`src/rtl/decode_stage.sv`:
```
// RV64I decode stage: combinational decode of the fetched instruction into a
// control bundle, buffered in a DEPTH-entry FIFO towards execute.
// Optional feature macro: DECODE_ILLEGAL_EN (flag illegal encodings on illegal_o).
// Without it, illegal_o is tied low and unknown encodings decode as NOP bundles.

package riscv_pkg;

    typedef enum logic [3:0] {
        ALU_ADD  = 4'd0,
        ALU_SUB  = 4'd1,
        ALU_SLL  = 4'd2,
        ALU_SLT  = 4'd3,
        ALU_SLTU = 4'd4,
        ALU_XOR  = 4'd5,
        ALU_SRL  = 4'd6,
        ALU_SRA  = 4'd7,
        ALU_OR   = 4'd8,
        ALU_AND  = 4'd9
    } alu_op_t;

    typedef enum logic [3:0] {
        LSU_NONE = 4'd0,
        LSU_LB   = 4'd1,
        LSU_LH   = 4'd2,
        LSU_LW   = 4'd3,
        LSU_LD   = 4'd4,
        LSU_LBU  = 4'd5,
        LSU_LHU  = 4'd6,
        LSU_LWU  = 4'd7,
        LSU_SB   = 4'd8,
        LSU_SH   = 4'd9,
        LSU_SW   = 4'd10,
        LSU_SD   = 4'd11
    } lsu_op_t;

    localparam logic [6:0] OPC_LOAD      = 7'b0000011;
    localparam logic [6:0] OPC_OP_IMM    = 7'b0010011;
    localparam logic [6:0] OPC_AUIPC     = 7'b0010111;
    localparam logic [6:0] OPC_OP_IMM_32 = 7'b0011011;
    localparam logic [6:0] OPC_STORE     = 7'b0100011;
    localparam logic [6:0] OPC_OP        = 7'b0110011;
    localparam logic [6:0] OPC_LUI       = 7'b0110111;
    localparam logic [6:0] OPC_OP_32     = 7'b0111011;
    localparam logic [6:0] OPC_BRANCH    = 7'b1100011;
    localparam logic [6:0] OPC_JALR      = 7'b1100111;
    localparam logic [6:0] OPC_JAL       = 7'b1101111;

endpackage

module decode_stage
    import riscv_pkg::*;
#(
    parameter int unsigned XLEN  = 64,
    parameter int unsigned DEPTH = 2
) (
    input  logic            clk_i,
    input  logic            rst_i,
    input  logic            fetch_valid_i,
    output logic            fetch_ready_o,
    input  logic [31:0]     instr_i,
    input  logic [XLEN-1:0] pc_i,
    input  logic            flush_i,
    output logic            ex_valid_o,
    input  logic            ex_ready_i,
    output logic [XLEN-1:0] pc_o,
    output logic [4:0]      rs1_addr_o,
    output logic [4:0]      rs2_addr_o,
    output logic [4:0]      rd_addr_o,
    output alu_op_t         alu_op_o,
    output lsu_op_t         lsu_op_o,
    output logic            reg_write_o,
    output logic            alu_src_o,
    output logic            mem_write_o,
    output logic            mem_to_reg_o,
    output logic            alu_a_pc_o,
    output logic            word_op_o,
    output logic            branch_o,
    output logic            jump_o,
    output logic [2:0]      funct3_o,
    output logic [XLEN-1:0] imm_o,
    output logic            illegal_o
);

    localparam int unsigned AW = (DEPTH > 1) ? $clog2(DEPTH) : 1;
    localparam int unsigned PW = AW + 1;

    typedef struct packed {
        logic [XLEN-1:0] pc;
        logic [4:0]      rs1;
        logic [4:0]      rs2;
        logic [4:0]      rd;
        alu_op_t         alu_op;
        lsu_op_t         lsu_op;
        logic            reg_write;
        logic            alu_src;
        logic            mem_write;
        logic            mem_to_reg;
        logic            alu_a_pc;
        logic            word_op;
        logic            branch;
        logic            jump;
        logic [2:0]      funct3;
        logic [XLEN-1:0] imm;
        logic            illegal;
    } bundle_t;

    // Instruction fields
    logic [6:0]      w_opcode;
    logic [2:0]      w_funct3;
    logic [6:0]      w_funct7;
    logic [5:0]      w_funct6;
    logic [4:0]      w_rd;
    logic [4:0]      w_rs1;
    logic [4:0]      w_rs2;
    logic            w_alt;
    logic [XLEN-1:0] w_imm_i;
    logic [XLEN-1:0] w_imm_s;
    logic [XLEN-1:0] w_imm_b;
    logic [XLEN-1:0] w_imm_u;
    logic [XLEN-1:0] w_imm_j;

    bundle_t w_raw;
    bundle_t w_dec;
    bundle_t w_head;
    logic    w_bad;

    logic [PW-1:0] r_wr_ptr;
    logic [PW-1:0] r_rd_ptr;
    bundle_t       r_mem [DEPTH];
    logic          w_full;
    logic          w_empty;
    logic          w_push;
    logic          w_pop;

    assign w_opcode = instr_i[6:0];
    assign w_rd     = instr_i[11:7];
    assign w_funct3 = instr_i[14:12];
    assign w_rs1    = instr_i[19:15];
    assign w_rs2    = instr_i[24:20];
    assign w_funct7 = instr_i[31:25];
    assign w_funct6 = instr_i[31:26];
    assign w_alt    = instr_i[30];

    assign w_imm_i = {{(XLEN-12){instr_i[31]}}, instr_i[31:20]};
    assign w_imm_s = {{(XLEN-12){instr_i[31]}}, instr_i[31:25], instr_i[11:7]};
    assign w_imm_b = {{(XLEN-13){instr_i[31]}}, instr_i[31], instr_i[7],
                      instr_i[30:25], instr_i[11:8], 1'b0};
    assign w_imm_u = {{(XLEN-32){instr_i[31]}}, instr_i[31:12], 12'b0};
    assign w_imm_j = {{(XLEN-21){instr_i[31]}}, instr_i[31], instr_i[19:12],
                      instr_i[20], instr_i[30:21], 1'b0};

    // Opcode/funct decode into a raw bundle plus an encoding-invalid flag
    always_comb begin
        w_raw        = '0;
        w_bad        = 1'b0;
        w_raw.funct3 = w_funct3;
        case (w_opcode)
            OPC_LUI: begin
                w_raw.rd        = w_rd;
                w_raw.reg_write = 1'b1;
                w_raw.alu_src   = 1'b1;
                w_raw.imm       = w_imm_u;
            end
            OPC_AUIPC: begin
                w_raw.rd        = w_rd;
                w_raw.reg_write = 1'b1;
                w_raw.alu_src   = 1'b1;
                w_raw.alu_a_pc  = 1'b1;
                w_raw.imm       = w_imm_u;
            end
            OPC_JAL: begin
                w_raw.rd        = w_rd;
                w_raw.reg_write = 1'b1;
                w_raw.alu_src   = 1'b1;
                w_raw.alu_a_pc  = 1'b1;
                w_raw.jump      = 1'b1;
                w_raw.imm       = w_imm_j;
            end
            OPC_JALR: begin
                w_raw.rd        = w_rd;
                w_raw.rs1       = w_rs1;
                w_raw.reg_write = 1'b1;
                w_raw.alu_src   = 1'b1;
                w_raw.jump      = 1'b1;
                w_raw.imm       = w_imm_i;
            end
            OPC_BRANCH: begin
                w_raw.rs1    = w_rs1;
                w_raw.rs2    = w_rs2;
                w_raw.branch = 1'b1;
                w_raw.alu_op = ALU_SUB;
                w_raw.imm    = w_imm_b;
            end
            OPC_LOAD: begin
                w_raw.rd         = w_rd;
                w_raw.rs1        = w_rs1;
                w_raw.reg_write  = 1'b1;
                w_raw.alu_src    = 1'b1;
                w_raw.mem_to_reg = 1'b1;
                w_raw.imm        = w_imm_i;
                case (w_funct3)
                    3'b000:  w_raw.lsu_op = LSU_LB;
                    3'b001:  w_raw.lsu_op = LSU_LH;
                    3'b010:  w_raw.lsu_op = LSU_LW;
                    3'b011:  w_raw.lsu_op = LSU_LD;
                    3'b100:  w_raw.lsu_op = LSU_LBU;
                    3'b101:  w_raw.lsu_op = LSU_LHU;
                    3'b110:  w_raw.lsu_op = LSU_LWU;
                    default: w_bad        = 1'b1;
                endcase
            end
            OPC_STORE: begin
                w_raw.rs1       = w_rs1;
                w_raw.rs2       = w_rs2;
                w_raw.mem_write = 1'b1;
                w_raw.alu_src   = 1'b1;
                w_raw.imm       = w_imm_s;
                case (w_funct3)
                    3'b000:  w_raw.lsu_op = LSU_SB;
                    3'b001:  w_raw.lsu_op = LSU_SH;
                    3'b010:  w_raw.lsu_op = LSU_SW;
                    3'b011:  w_raw.lsu_op = LSU_SD;
                    default: w_bad        = 1'b1;
                endcase
            end
            OPC_OP_IMM: begin
                w_raw.rd        = w_rd;
                w_raw.rs1       = w_rs1;
                w_raw.reg_write = 1'b1;
                w_raw.alu_src   = 1'b1;
                w_raw.imm       = w_imm_i;
                case (w_funct3)
                    3'b000: w_raw.alu_op = ALU_ADD;
                    3'b010: w_raw.alu_op = ALU_SLT;
                    3'b011: w_raw.alu_op = ALU_SLTU;
                    3'b100: w_raw.alu_op = ALU_XOR;
                    3'b110: w_raw.alu_op = ALU_OR;
                    3'b111: w_raw.alu_op = ALU_AND;
                    3'b001: begin
                        // RV64 shamt is 6 bits, so only funct6 is checked
                        w_raw.alu_op = ALU_SLL;
                        if (w_funct6 != 6'b000000) w_bad = 1'b1;
                    end
                    default: begin
                        w_raw.alu_op = w_alt ? ALU_SRA : ALU_SRL;
                        if (w_funct6 != 6'b000000 && w_funct6 != 6'b010000) w_bad = 1'b1;
                    end
                endcase
            end
            OPC_OP: begin
                w_raw.rd        = w_rd;
                w_raw.rs1       = w_rs1;
                w_raw.rs2       = w_rs2;
                w_raw.reg_write = 1'b1;
                case (w_funct3)
                    3'b000:  w_raw.alu_op = w_alt ? ALU_SUB : ALU_ADD;
                    3'b001:  w_raw.alu_op = ALU_SLL;
                    3'b010:  w_raw.alu_op = ALU_SLT;
                    3'b011:  w_raw.alu_op = ALU_SLTU;
                    3'b100:  w_raw.alu_op = ALU_XOR;
                    3'b101:  w_raw.alu_op = w_alt ? ALU_SRA : ALU_SRL;
                    3'b110:  w_raw.alu_op = ALU_OR;
                    default: w_raw.alu_op = ALU_AND;
                endcase
                // funct7 0x20 only encodes SUB and SRA
                if (!(w_funct7 == 7'h00 ||
                      (w_funct7 == 7'h20 && (w_funct3 == 3'b000 || w_funct3 == 3'b101))))
                    w_bad = 1'b1;
            end
            OPC_OP_IMM_32: begin
                w_raw.rd        = w_rd;
                w_raw.rs1       = w_rs1;
                w_raw.reg_write = 1'b1;
                w_raw.alu_src   = 1'b1;
                w_raw.word_op   = 1'b1;
                w_raw.imm       = w_imm_i;
                case (w_funct3)
                    3'b000: w_raw.alu_op = ALU_ADD;
                    3'b001: begin
                        w_raw.alu_op = ALU_SLL;
                        if (w_funct7 != 7'h00) w_bad = 1'b1;
                    end
                    3'b101: begin
                        w_raw.alu_op = w_alt ? ALU_SRA : ALU_SRL;
                        if (w_funct7 != 7'h00 && w_funct7 != 7'h20) w_bad = 1'b1;
                    end
                    default: w_bad = 1'b1;
                endcase
            end
            OPC_OP_32: begin
                w_raw.rd        = w_rd;
                w_raw.rs1       = w_rs1;
                w_raw.rs2       = w_rs2;
                w_raw.reg_write = 1'b1;
                w_raw.word_op   = 1'b1;
                case (w_funct3)
                    3'b000: begin
                        w_raw.alu_op = w_alt ? ALU_SUB : ALU_ADD;
                        if (w_funct7 != 7'h00 && w_funct7 != 7'h20) w_bad = 1'b1;
                    end
                    3'b001: begin
                        w_raw.alu_op = ALU_SLL;
                        if (w_funct7 != 7'h00) w_bad = 1'b1;
                    end
                    3'b101: begin
                        w_raw.alu_op = w_alt ? ALU_SRA : ALU_SRL;
                        if (w_funct7 != 7'h00 && w_funct7 != 7'h20) w_bad = 1'b1;
                    end
                    default: w_bad = 1'b1;
                endcase
            end
            // Unknown opcodes, including any with instr[1:0] != 2'b11
            default: w_bad = 1'b1;
        endcase
    end

    // Invalid encodings become NOP bundles, so they never write rd or memory
    always_comb begin
        w_dec = w_raw;
        if (w_bad) w_dec = '0;
        w_dec.pc = pc_i;
`ifdef DECODE_ILLEGAL_EN
        w_dec.illegal = w_bad;
`else
        w_dec.illegal = 1'b0;
`endif
    end

    assign w_empty = (r_wr_ptr == r_rd_ptr);
    assign w_full  = (r_wr_ptr[AW] != r_rd_ptr[AW]) &&
                     (r_wr_ptr[AW-1:0] == r_rd_ptr[AW-1:0]);
    assign w_push  = fetch_valid_i & ~w_full;
    assign w_pop   = ~w_empty & ex_ready_i;

    // FIFO pointers; flush empties the buffer and wins over push/pop
    always_ff @(posedge clk_i) begin
        if (rst_i || flush_i) begin
            r_wr_ptr <= '0;
            r_rd_ptr <= '0;
        end else begin
            if (w_push) r_wr_ptr <= r_wr_ptr + PW'(1);
            if (w_pop)  r_rd_ptr <= r_rd_ptr + PW'(1);
        end
    end

    // Bundle storage written at the tail on an accepted push
    always_ff @(posedge clk_i) begin
        if (w_push && !flush_i && !rst_i) r_mem[r_wr_ptr[AW-1:0]] <= w_dec;
    end

    // Head bundle, presented as a NOP while the FIFO is empty
    always_comb begin
        w_head = '0;
        if (!w_empty) w_head = r_mem[r_rd_ptr[AW-1:0]];
    end

    assign fetch_ready_o = ~w_full;
    assign ex_valid_o    = ~w_empty;
    assign pc_o          = w_head.pc;
    assign rs1_addr_o    = w_head.rs1;
    assign rs2_addr_o    = w_head.rs2;
    assign rd_addr_o     = w_head.rd;
    assign alu_op_o      = w_head.alu_op;
    assign lsu_op_o      = w_head.lsu_op;
    assign reg_write_o   = w_head.reg_write;
    assign alu_src_o     = w_head.alu_src;
    assign mem_write_o   = w_head.mem_write;
    assign mem_to_reg_o  = w_head.mem_to_reg;
    assign alu_a_pc_o    = w_head.alu_a_pc;
    assign word_op_o     = w_head.word_op;
    assign branch_o      = w_head.branch;
    assign jump_o        = w_head.jump;
    assign funct3_o      = w_head.funct3;
    assign imm_o         = w_head.imm;
    assign illegal_o     = w_head.illegal;

endmodule

```
`config.mk`:
```
export PLATFORM = sky130hd
export DESIGN_NAME = decode_stage
export DESIGN_NICKNAME = d
export VERILOG_FILES = /design/src/rtl/decode_stage.sv
export SDC_FILE = /design/constraint.sdc
export NUM_CORES = 1
export LEC_CHECK = 0
export CELL_PAD_IN_SITES_DETAIL_PLACEMENT = 0
export CELL_PAD_IN_SITES_GLOBAL_PLACEMENT = 1
export CORE_ASPECT_RATIO = 1.4
export CORE_MARGIN = 5
export CORE_UTILIZATION = 30
export CTS_CLUSTER_SIZE = 24
export DETAILED_ROUTE_END_ITERATION = 10
export PLACE_DENSITY = 0.74
export SLEW_MARGIN = 20
export SYNTH_ARGS = -nofsm -noshare
export SYNTH_HDL_FRONTEND = slang
export SYNTH_SLANG_ARGS = --single-unit
```
`constraint.sdc`:
```
create_clock -name clk_i -period 10.32 [get_ports clk_i]
set_input_delay 1.032 -clock clk_i [delete_from_list [all_inputs] [get_ports clk_i]]
set_output_delay 1.032 -clock clk_i [all_outputs]
set_load 0.005 [all_outputs]
```
[After elaboration in Yosys (flattened, before gate mapping)]
Memory sizes are Yosys's and may differ from the RTL's. A register that Yosys moved wholly into a read port is not among the register bits.
Index checks and enable logic that the tools add are counted.
Word-level totals
  register bits: 4
  bits in writable memories: 324
  input bits: 101
  output and inout bits: 165
  logic and storage cells: 101
  memories kept: 1
Cells by class
  add/sub/neg operators: 2
  equality and inequality tests: 24
  mux-type cells: 39
  bitwise logic cells: 4
  reductions and logical operators: 29
Memory list
  r_mem: words 2, bits a word 162, read ports 1, clocked after memory_dff 1, wr ports 1, line 129  | bundle_t r_mem [DEPTH];
Operators by type and width (count)
  64-bit case mux with 5 select lines: 1
  163-bit two-way mux: 1
  99-bit two-way mux: 1
  4-bit case mux with 7 select lines: 2
  7-bit by 6-bit equality test with 1-bit output, second input constant: 5
  7-bit by 5-bit equality test with 1-bit output, second input constant: 3
  7-bit equality test, second input constant: 3
  1-bit two-way mux: 21
  3-bit case mux with 7 select lines: 1
  4-bit case mux with 5 select lines: 1
  4-bit case mux with 4 select lines: 1
  8-bit OR reduction: 2
  5-bit two-way mux: 3
  3-bit equality test, second input constant: 4
  4-bit OR reduction: 3
  2-bit OR reduction: 5
  3-bit case mux with 3 select lines: 1
  9-bit OR reduction: 1
  4-bit case mux with 2 select lines: 1
  7-bit by 2-bit equality test with 1-bit output, second input constant: 1
  7-bit zero test: 1
  7-bit by 6-bit inequality test with 1-bit output, second input constant: 1
  1-bit case mux with 7 select lines: 1
  7-bit nonzero test: 1
  20 further kinds: 33

[Depth between registers and ports, before layout]
  depth after elaboration: 8
  mapped depth: 10
  mapped depth without buffers: 7

[Least setup slack after synthesis]
OpenSTA, ideal clock, no wires.
  path type: input port to flip-flop
  start point: input port flush_i
  end point: memory r_mem[0][0] (netlist bit), enable pin
  library setup time: 778 ps
  arrival time: 10344 ps
  data required time: 9542 ps
  slack: -803 ps
  stages: 3
  buffers on the path: 1
  cell sequence: or2_2 clkbuf_1 nor3_1
Between the ends
  cells in the longest elaborated chain, start to end: 5
Ends and longest elaborated chain
  start, declared: line 62  | input logic flush_i,
  1-bit zero test: line 348  | if (w_push && !flush_i && !rst_i) r_mem[r_wr_ptr[AW-1:0]] <= w_dec;
  1-bit logical AND (2 in series): line 348
  1-bit two-way mux: line 348
  1-bit two-way mux (implied by the code): line 348
  end, declared: line 129
No other way between the ends.

==> results.cfg <==
[yosys]
syn_inst = 871
yosysUniqueCellTypes = 60
syn_area_per_cell_um2 = 13.80
synth_top_area_frac = 0.6497
syn-num-nets = 977
ys_top_cells_by_area = edfxtp_1 65%, mux2i_1 11%, nor2_1 4.9%
yosys.area.top_type = edfxtp_1
synth_edf_count = 260
syn-cell-area_um2 = 12020
seq_area_frac_synth = 0.6580
ys_async_sr_fraction = 0
ys_warn_count = 0
synthFlopType = edfxtp_1
yosys_register_bits = 265

[worst_setup_path]
critical_path.max_stage_delay_ns = 0.92
r2r_slack_ns = 7.52
r2r_end = r_mem[0][68]
worstPathArrival_ns = 3.24
cp_max_fo = 47
path_cells = buf_4, mux2i_1, nor2_1, clkdlybuf4s50_1
end_kind = output port
cp_slowest_cell = dfxtp_4
cp.required_ns = 9.29
worstSetupPathType = flip-flop to output port
startpoint_type = flip-flop
r2r_cells = 5
r2r-start = r_wr_ptr[0]

[place]
io_buffer_count = 264
gp_congestion = 0.8563
place_area_um2 = 14850
hpwl_mm = 22.27

[power_and_ir_drop]
p_per_area_nw_per_um2 = 153.1
peakVddDrop_uv = 120.3
p_leak_nw = 4.560

[sta]
setup_tns_ns = 0
fin_skew_ns = 0.03550
min_period_ns = 4.275
hold_violations = 0
tightest_slew_ns = 1.010
timing.fmax_ghz = 0.2339
holdWs_ns = 0.5432
fin_crit_sh = 0.4142
relSlewSlack = 0.3218
final-max-slew-violation-count = 0
setup_viol = 0
rsz0062_at_grt = false

[finish]
nNetsFinal = 1183
finish.instance_area_um2 = 15680
syn_to_final_growth_pct = 30.48
utilization = 0.3971
diodes = 0
drive_gt1_frac = 0.08493

[cts]
holdBufCountCts = 0
tritoncts = yes
cts_buffers = 26
cts_setup_buffers = 0
htreeDepth = 1
cts_resized = 0
cts_root_buffer = clkbuf_16
cts_num_sinks = 265
cts_buffer_depth = 3
clock_latency_ns = 0.55
clk_pin_slew_ns = 0.06

[global_routing]
grt_max_degree = 131
grt_pass1_wl_mm = 47.23
grt_use_total = 0.1382
antenna_found_initial = 0
grt_pass1_vias = 7846
grt.overflow.total = 0

[detailed_routing]
wire_per_inst_um = 19.70
vias = 7590
drc = 0
routed_wl_mm = 31.98
drt-pass1-iter-count = 5
drt_iter0_drc = 468
ant_nets = 0
via_per_inst = 4.677

[floorplan]
coreArea_um2 = 39490
fp.dieH_um = 246.8
die_w_um = 179.2
boundaryPins = 266
initial_core_util = 0.3043
dieArea_um2 = 44220
placementRows = 86

[hold_path]
whs_path_depth = 2
holdCritStartpoint = r_wr_ptr[1]
hold_class = flip-flop to flip-flop
holdPathEnd = r_wr_ptr[1]

[status]
status = finished clean

[run]
cap_violations = 0
## kinds of logic after synthesis
group                    count (synthesis)  share of synthesized area
AO/OA/AOI/OAI                           68                    0.05070
XOR/XNOR                                 6                   0.004373
adder cells (fa/ha/maj)                  5                   0.005206
buffers and inverters                  103                    0.05174
flip-flops                             265                     0.6580
multiplexers                           132                     0.1099
other                                    1                  0.0003120
AND/OR/NAND/NOR                        291                     0.1197
## worst max path at each step
| stage | end | slack [ns] | depth (start not counted) |
|---|---|---|---|
| after floorplan | r_mem[1][0] | 2.78 | 3 |
| after global placement | r_mem[0][95] | 5.64 | 9 |
| after detailed placement | r_mem[1][84] | 5.62 | 8 |
| after CTS | imm_o[63] | 5.91 | 3 |
| after global routing | rd_addr_o[3] | 5.83 | 4 |
| final | funct3_o[1] | 6.05 | 4 |
## worst max-delay path, delay by kind of cell (launching register included)
family,cells,cell delay [ns]
buffers and inverters,2,1.34
flip-flops,1,0.92
multiplexers,1,0.23
AND/OR/NAND/NOR,1,0.14
## layout by cell type, fill, tap and decap left out, types with 5 or more instances in the layout
cell type,netlist,routed
clkdlybuf4s50_1,0,264
edfxtp_1,260,260
nor2_1,158,156
mux2i_1,132,132
nand2_1,44,44
clkbuf_16,0,26
nor3_1,23,22
a211oi_2,21,21
nor3_2,10,10
inv_1,9,9
nor4b_1,9,9
clkbuf_1,39,8
nor4_1,7,7
a21oi_1,7,7
buf_4,36,7
nand2b_1,6,6
nor4b_2,6,6
nand3_1,5,5
o21ai_0,5,5
a22oi_1,5,5
xor2_1,5,5
ha_1,5,5
## cell usage after synthesis (6+ instances only)
master	count
edfxtp_1	260
nor2_1	158
mux2i_1	132
nand2_1	44
clkbuf_1	39
buf_4	36
nor3_1	23
a211oi_2	21
buf_2	10
nor3_2	10
inv_1	9
nor4b_1	9
a21oi_1	7
nor4_1	7
nand2b_1	6
nor4b_2	6
## registers in the layout, indices dropped and copies added (netlist names), named ones only
| register | cells |
|---|---|
| r_rd_ptr | 2 |
| r_mem | 260 |
| r_wr_ptr | 2 |
## through the flow
step                instances  setup WS (ns)  total power, mW
finish                   1623          6.045            2.402
CTS                      1623          5.911            2.439
global route             1623          5.832            2.497
detailed placement       1577          5.619            1.499
global placement         1577          5.635            1.496
floorplan                 871          2.784            1.348
## routing by layer
layer  share of wire  GRT usage
met3           0.062    0.02539
met4           0.028    0.04663
met1            0.38     0.1595
met2            0.53     0.2548
met5               0          0
## power breakdown
group          leakage, nW  switching [mW]  internal [mW]
sequential            2.20         0.00807           1.20
combinational         1.97           0.126          0.136
clock                0.394           0.391          0.540
total                 4.56           0.525           1.88
## layout make-up
type	instances	area [µm²]
clock buffers	34	680.7
clock inverters	12	150.1
fillers	3766	23810
inverters	9	33.78
multi-input cells	503	3530
flip-flops and latches	265	7911
well taps	528	660.6
repair buffers	272	2715
Note: power is estimated with default switching activity, not from simulation.
